**config.mk**
```make
export PLATFORM = sky130hd
export DESIGN_NAME = hba_bus_master
export DESIGN_NICKNAME = d
export VERILOG_FILES = /design/src/rtl/hba_pkg.sv /design/src/rtl/hba_bus_master.sv
export SDC_FILE = /design/constraint.sdc
export NUM_CORES = 1
export LEC_CHECK = 0
export ABC_AREA = 1
export BUFFER_PORTS_ARGS = -buffer_cell sky130_fd_sc_hd__buf_2
export CAP_MARGIN = 20
export CORE_MARGIN = 2
export CORE_UTILIZATION = 50
export CTS_CLUSTER_SIZE = 14
export DETAILED_ROUTE_END_ITERATION = 10
export PLACE_DENSITY_LB_ADDON = 0.2
export SYNTH_ARGS = -nofsm -noshare
export SYNTH_HDL_FRONTEND = slang
export SYNTH_SLANG_ARGS = --single-unit
```
**constraint.sdc**
```tcl
create_clock -name hba_clk -period 1.8 [get_ports hba_clk]
set_input_delay 0.36 -clock hba_clk [delete_from_list [all_inputs] [get_ports hba_clk]]
set_output_delay 0.36 -clock hba_clk [all_outputs]
set_load 0.1 [all_outputs]
```
**src/rtl/hba_pkg.sv**
```systemverilog
// +----------------------------------------------------------------------+
// | hba_pkg : shared HBA bus widths and the bus master state encoding    |
// | Rev 1.0                                                              |
// +----------------------------------------------------------------------+
`default_nettype none

package hba_pkg;

  localparam int HBA_DBUS_WIDTH        = 8;
  localparam int HBA_PERIPH_ADDR_WIDTH = 4;
  localparam int HBA_REG_ADDR_WIDTH    = 8;

  typedef enum logic [1:0] {
    IDLE = 2'd0,
    XFER = 2'd1,
    RESP = 2'd2
  } hba_master_state_e;

endpackage : hba_pkg

`default_nettype wire

```
**src/rtl/hba_bus_master.sv**
```systemverilog
// +----------------------------------------------------------------------+
// | hba_bus_master : executes single requests as HBA bus cycles with an  |
// | ack timeout and a one-entry response buffer.            Rev 1.0      |
// +----------------------------------------------------------------------+
`default_nettype none

module hba_bus_master
  import hba_pkg::*;
#(
  parameter int DBUS_WIDTH        = HBA_DBUS_WIDTH,
  parameter int PERIPH_ADDR_WIDTH = HBA_PERIPH_ADDR_WIDTH,
  parameter int REG_ADDR_WIDTH    = HBA_REG_ADDR_WIDTH,
  parameter int ADDR_WIDTH        = PERIPH_ADDR_WIDTH + REG_ADDR_WIDTH,
  parameter int TIMEOUT_CYCLES    = 255
) (
  input  logic                  hba_clk,
  input  logic                  hba_reset_n,

  input  logic                  req_valid,
  output logic                  req_ready,
  input  logic                  req_rnw,
  input  logic [ADDR_WIDTH-1:0] req_addr,
  input  logic [DBUS_WIDTH-1:0] req_wdata,

  output logic                  rsp_valid,
  input  logic                  rsp_ready,
  output logic [DBUS_WIDTH-1:0] rsp_rdata,
  output logic                  rsp_err,

  output logic                  hba_select,
  output logic                  hba_rnw,
  output logic [ADDR_WIDTH-1:0] hba_abus,
  output logic [DBUS_WIDTH-1:0] hba_dbus,
  input  logic [DBUS_WIDTH-1:0] hba_dbus_slave,
  input  logic                  hba_xferack_slave
);

  localparam int             CNT_W    = $clog2(TIMEOUT_CYCLES + 1);
  localparam logic [CNT_W-1:0] CNT_LAST = CNT_W'(TIMEOUT_CYCLES - 1);

  hba_master_state_e state_q, state_d;

  logic [CNT_W-1:0]      cnt_q,   cnt_d;
  logic                  rnw_q,   rnw_d;
  logic [ADDR_WIDTH-1:0] addr_q,  addr_d;
  logic [DBUS_WIDTH-1:0] wdata_q, wdata_d;
  logic [DBUS_WIDTH-1:0] rdata_q, rdata_d;
  logic                  err_q,   err_d;

  always_ff @(posedge hba_clk or negedge hba_reset_n) begin
    if (!hba_reset_n) begin
      state_q <= IDLE;
      cnt_q   <= '0;
      rnw_q   <= 1'b0;
      addr_q  <= '0;
      wdata_q <= '0;
      rdata_q <= '0;
      err_q   <= 1'b0;
    end else begin
      state_q <= state_d;
      cnt_q   <= cnt_d;
      rnw_q   <= rnw_d;
      addr_q  <= addr_d;
      wdata_q <= wdata_d;
      rdata_q <= rdata_d;
      err_q   <= err_d;
    end
  end

  // Bus registers are only non-zero during XFER, so the OR-combined bus stays clean.
  always_comb begin
    state_d = state_q;
    cnt_d   = cnt_q;
    rnw_d   = rnw_q;
    addr_d  = addr_q;
    wdata_d = wdata_q;
    rdata_d = rdata_q;
    err_d   = err_q;

    case (state_q)
      IDLE: begin
        if (req_valid) begin
          state_d = XFER;
          cnt_d   = '0;
          rnw_d   = req_rnw;
          addr_d  = req_addr;
          wdata_d = req_wdata;
        end
      end

      XFER: begin
        if (hba_xferack_slave || (cnt_q == CNT_LAST)) begin
          state_d = RESP;
          rnw_d   = 1'b0;
          addr_d  = '0;
          wdata_d = '0;
          // Ack takes priority over a timeout expiring on the same cycle.
          if (hba_xferack_slave) begin
            rdata_d = rnw_q ? hba_dbus_slave : '0;
            err_d   = 1'b0;
          end else begin
            rdata_d = '0;
            err_d   = 1'b1;
          end
        end else begin
          cnt_d = cnt_q + CNT_W'(1);
        end
      end

      RESP: begin
        if (rsp_ready) begin
          state_d = IDLE;
        end
      end

      default: begin
        state_d = IDLE;
      end
    endcase
  end

  assign req_ready  = (state_q == IDLE);
  assign hba_select = (state_q == XFER);
  assign rsp_valid  = (state_q == RESP);

  assign hba_rnw   = rnw_q;
  assign hba_abus  = addr_q;
  assign hba_dbus  = wdata_q;
  assign rsp_rdata = rdata_q;
  assign rsp_err   = err_q;

endmodule : hba_bus_master

`default_nettype wire

```
==> results.cfg <==
[clock_tree]
postCtsSetupRepairBufs = 0
clk_path_buf_depth = 2
clock_latency_ps = 290
htree_levels = 2
cts_tree = yes
cts_root_buf = clkbuf_8
cts_resized = 0
cts_sinks = 40
clk_pin_slew_ps = 70
cts_inserted_buffers = 5
hold_buffers = 0

[detailed_routing]
initialDrtViolationCount = 110
drt_first_pass_iters = 4
postRouteAntennaNets = 0
detail_route.vias_per_cell = 4.90
remaining_drc_errors = 0
vias = 1655
wl_per_cell_um = 12.1
wirelength_um = 4090

[critical_path]
start_kind = flip-flop
slowest_delay_ps = 400
crit_arrival_ps = 1800
critical_path_class = reg2reg
critPathMaxFanout = 40
setup.reg_to_reg.worst_slack_ps = 160
cp_slowest_cell = dfrtp_1
crit_path_end_kind = flip-flop
worstPathRequired_ps = 1970
path_cells = inv_1 -> ha_1 -> nand2_1 -> nor2_1 -> nand2_2 -> nand2_4 -> nand2_4 -> nand2_1 -> o21ai_2

[die]
coreArea_mm2 = 0.00374
dieHeight_um = 67.0
die_x_um = 67.0
dieArea_mm2 = 0.00449
io_pins = 67
initial_core_util_pct = 53.1
rows = 22

[final_layout]
area_delta_synth_final_pct = 22.8
fillers = 348
nNetsFinal = 326
layout-drive-gt1-share_pct = 38.3
diodes = 0

[grt]
grt_most_used_layer = met2
grtUsageMet1_pct = 27.7
antenna_found_initial = 0
grt_first_pass_wirelength_um = 7040
grtUsageMet2_pct = 32.3
grt-ovfl-total = 0
grt_usage_pct = 20.6
grt_max_degree = 41
grt_pass1_vias = 1594
grtUsageMet3_pct = 4.73

[sta]
period_minus_slack_ps = 1640
fin_setup_tns_ps = 0
slew_violations = 0
fmax_ghz = 0.610
slew_headroom_pct = 65.5
rsz0062_at_grt = false
hold_violations = 0
post-route-period-util_pct = 91.0
tightestPinTransition_ps = 517
hold_ws_ps = 118
clock_skew_ps = 5.40
fin_ws_ps = 162
setup_viol = 0

[yosys]
ys_seq_area_share_pct = 50.4
synthFlopType = dfrtp_1
ys_async_sr_fraction_pct = 100
synth.area.top_cells = dfrtp_1, nand2_1, nand3_1, nand3_2, o21ai_2
synth_seq_cells = 40
synthCells = 223
synth_cell_types = 22
yosysTopAreaCell = dfrtp_1
avgSynthCellArea_um2 = 8.91
synth_top_area_share_pct = 50.4
synth_edf_count = 0
synth_area_mm2 = 0.00199
yosysMostFrequentCell = nand2_1
syn-num-nets = 259
ys_top_cells_by_count = nand2_1, dfrtp_1, nand3_1, nor2_1, nand3_2
ys_warn_count = 0

[placement]
dp_slack_ps = 162
routabilityCongestion = 0.805
dp_hpwl_um = 2930
numPortBuffers = 66

[hold_path]
hold_class = in2async

[flow_run]
cap_violations = 0

[run_status]
status = completed
logic make-up (layout without fill, tap and decap cells):
| family | count (synthesis) | count (layout) | share of synthesized area (%) |
|---|---|---|---|
| compound gates | 14 | 14 | 5.48 |
| flops | 40 | 40 | 50.4 |
| fa+ha+maj | 2 | 2 | 1.26 |
| simple gates | 146 | 146 | 36.5 |
| buf+inv | 21 | 88 | 6.42 |
sequential cells by signal (all words and copies together) (netlist names):
| name | cells |
|---|---|
| cnt_q | 8 |
| hba_abus | 12 |
| hba_dbus | 8 |
| hba_rnw | 1 |
| rsp_err | 1 |
| rsp_rdata | 8 |
| state_q | 2 |
layout make-up:
cell class                 count  area [um2]  area share, %
clock inverter                 1        5.00          0.205
sequential                    40        1000           41.0
clock buffer                   6        72.6           2.97
inverter                      10        42.5           1.74
tap                           48        60.1           2.46
timing repair buffer          71         398           16.3
multi-input combinational    162         861           35.3
routing by layer:
layer,up-vias,part of all wire (%)
li1,851,-
met1,757,45
met2,45,48
met3,2,5.4
met4,0,0.66
met5,-,0
critical path, delay by kind of cell, from the launching register on:
kind / cells / cell delay, ps
buffers and inverters: 1 / 110
DFF: 1 / 400
adders and majority gates: 1 / 150
AOI/OAI and AO/OA: 1 / 60
and+or+nand+nor: 6 / 810
worst paths after layout:
check	end	cells after the start	startpoint
setup reg to reg	rsp_rdata[3]$_DFFE_PN0P_	9	cnt_q[0]$_DFFE_PN0P_
hold reg to reg	rsp_rdata[6]$_DFFE_PN0P_	2	rsp_rdata[6]$_DFFE_PN0P_
hold / removal	cnt_q[5]$_DFFE_PN0P_	2	hba_reset_n
min in group hba_clk	state_q[1]$_DFFE_PN0P_	2	rsp_ready
setup / recovery	rsp_rdata[3]$_DFFE_PN0P_	9	cnt_q[0]$_DFFE_PN0P_
max in group asynchronous	cnt_q[6]$_DFFE_PN0P_	2	hba_reset_n
placed cells by master, fill, tap and decap left out, types with 5 or more instances in the layout:
cell      instances
buf_2            64
buf_4             5
clkbuf_8          5
dfrtp_1          40
inv_1             9
nand2_1          68
nand2_2           5
nand3_1          38
nand3_2          12
nor2_1           16
o21ai_2           9
through the flow:
| step | area (um2) | utilization (%) | std cells |
|---|---|---|---|
| floorplan | 1990 | - | 223 |
| global placement | 2360 | 63.1 | 331 |
| detailed placement | 2360 | 63.1 | 331 |
| CTS | 2440 | 65.2 | 338 |
| global route | 2440 | 65.2 | 338 |
| finish | 2440 | 65.2 | 338 |
Power is not shown: default switching activity piles up to over one toggle a cycle in this logic, so the estimate is an artifact.
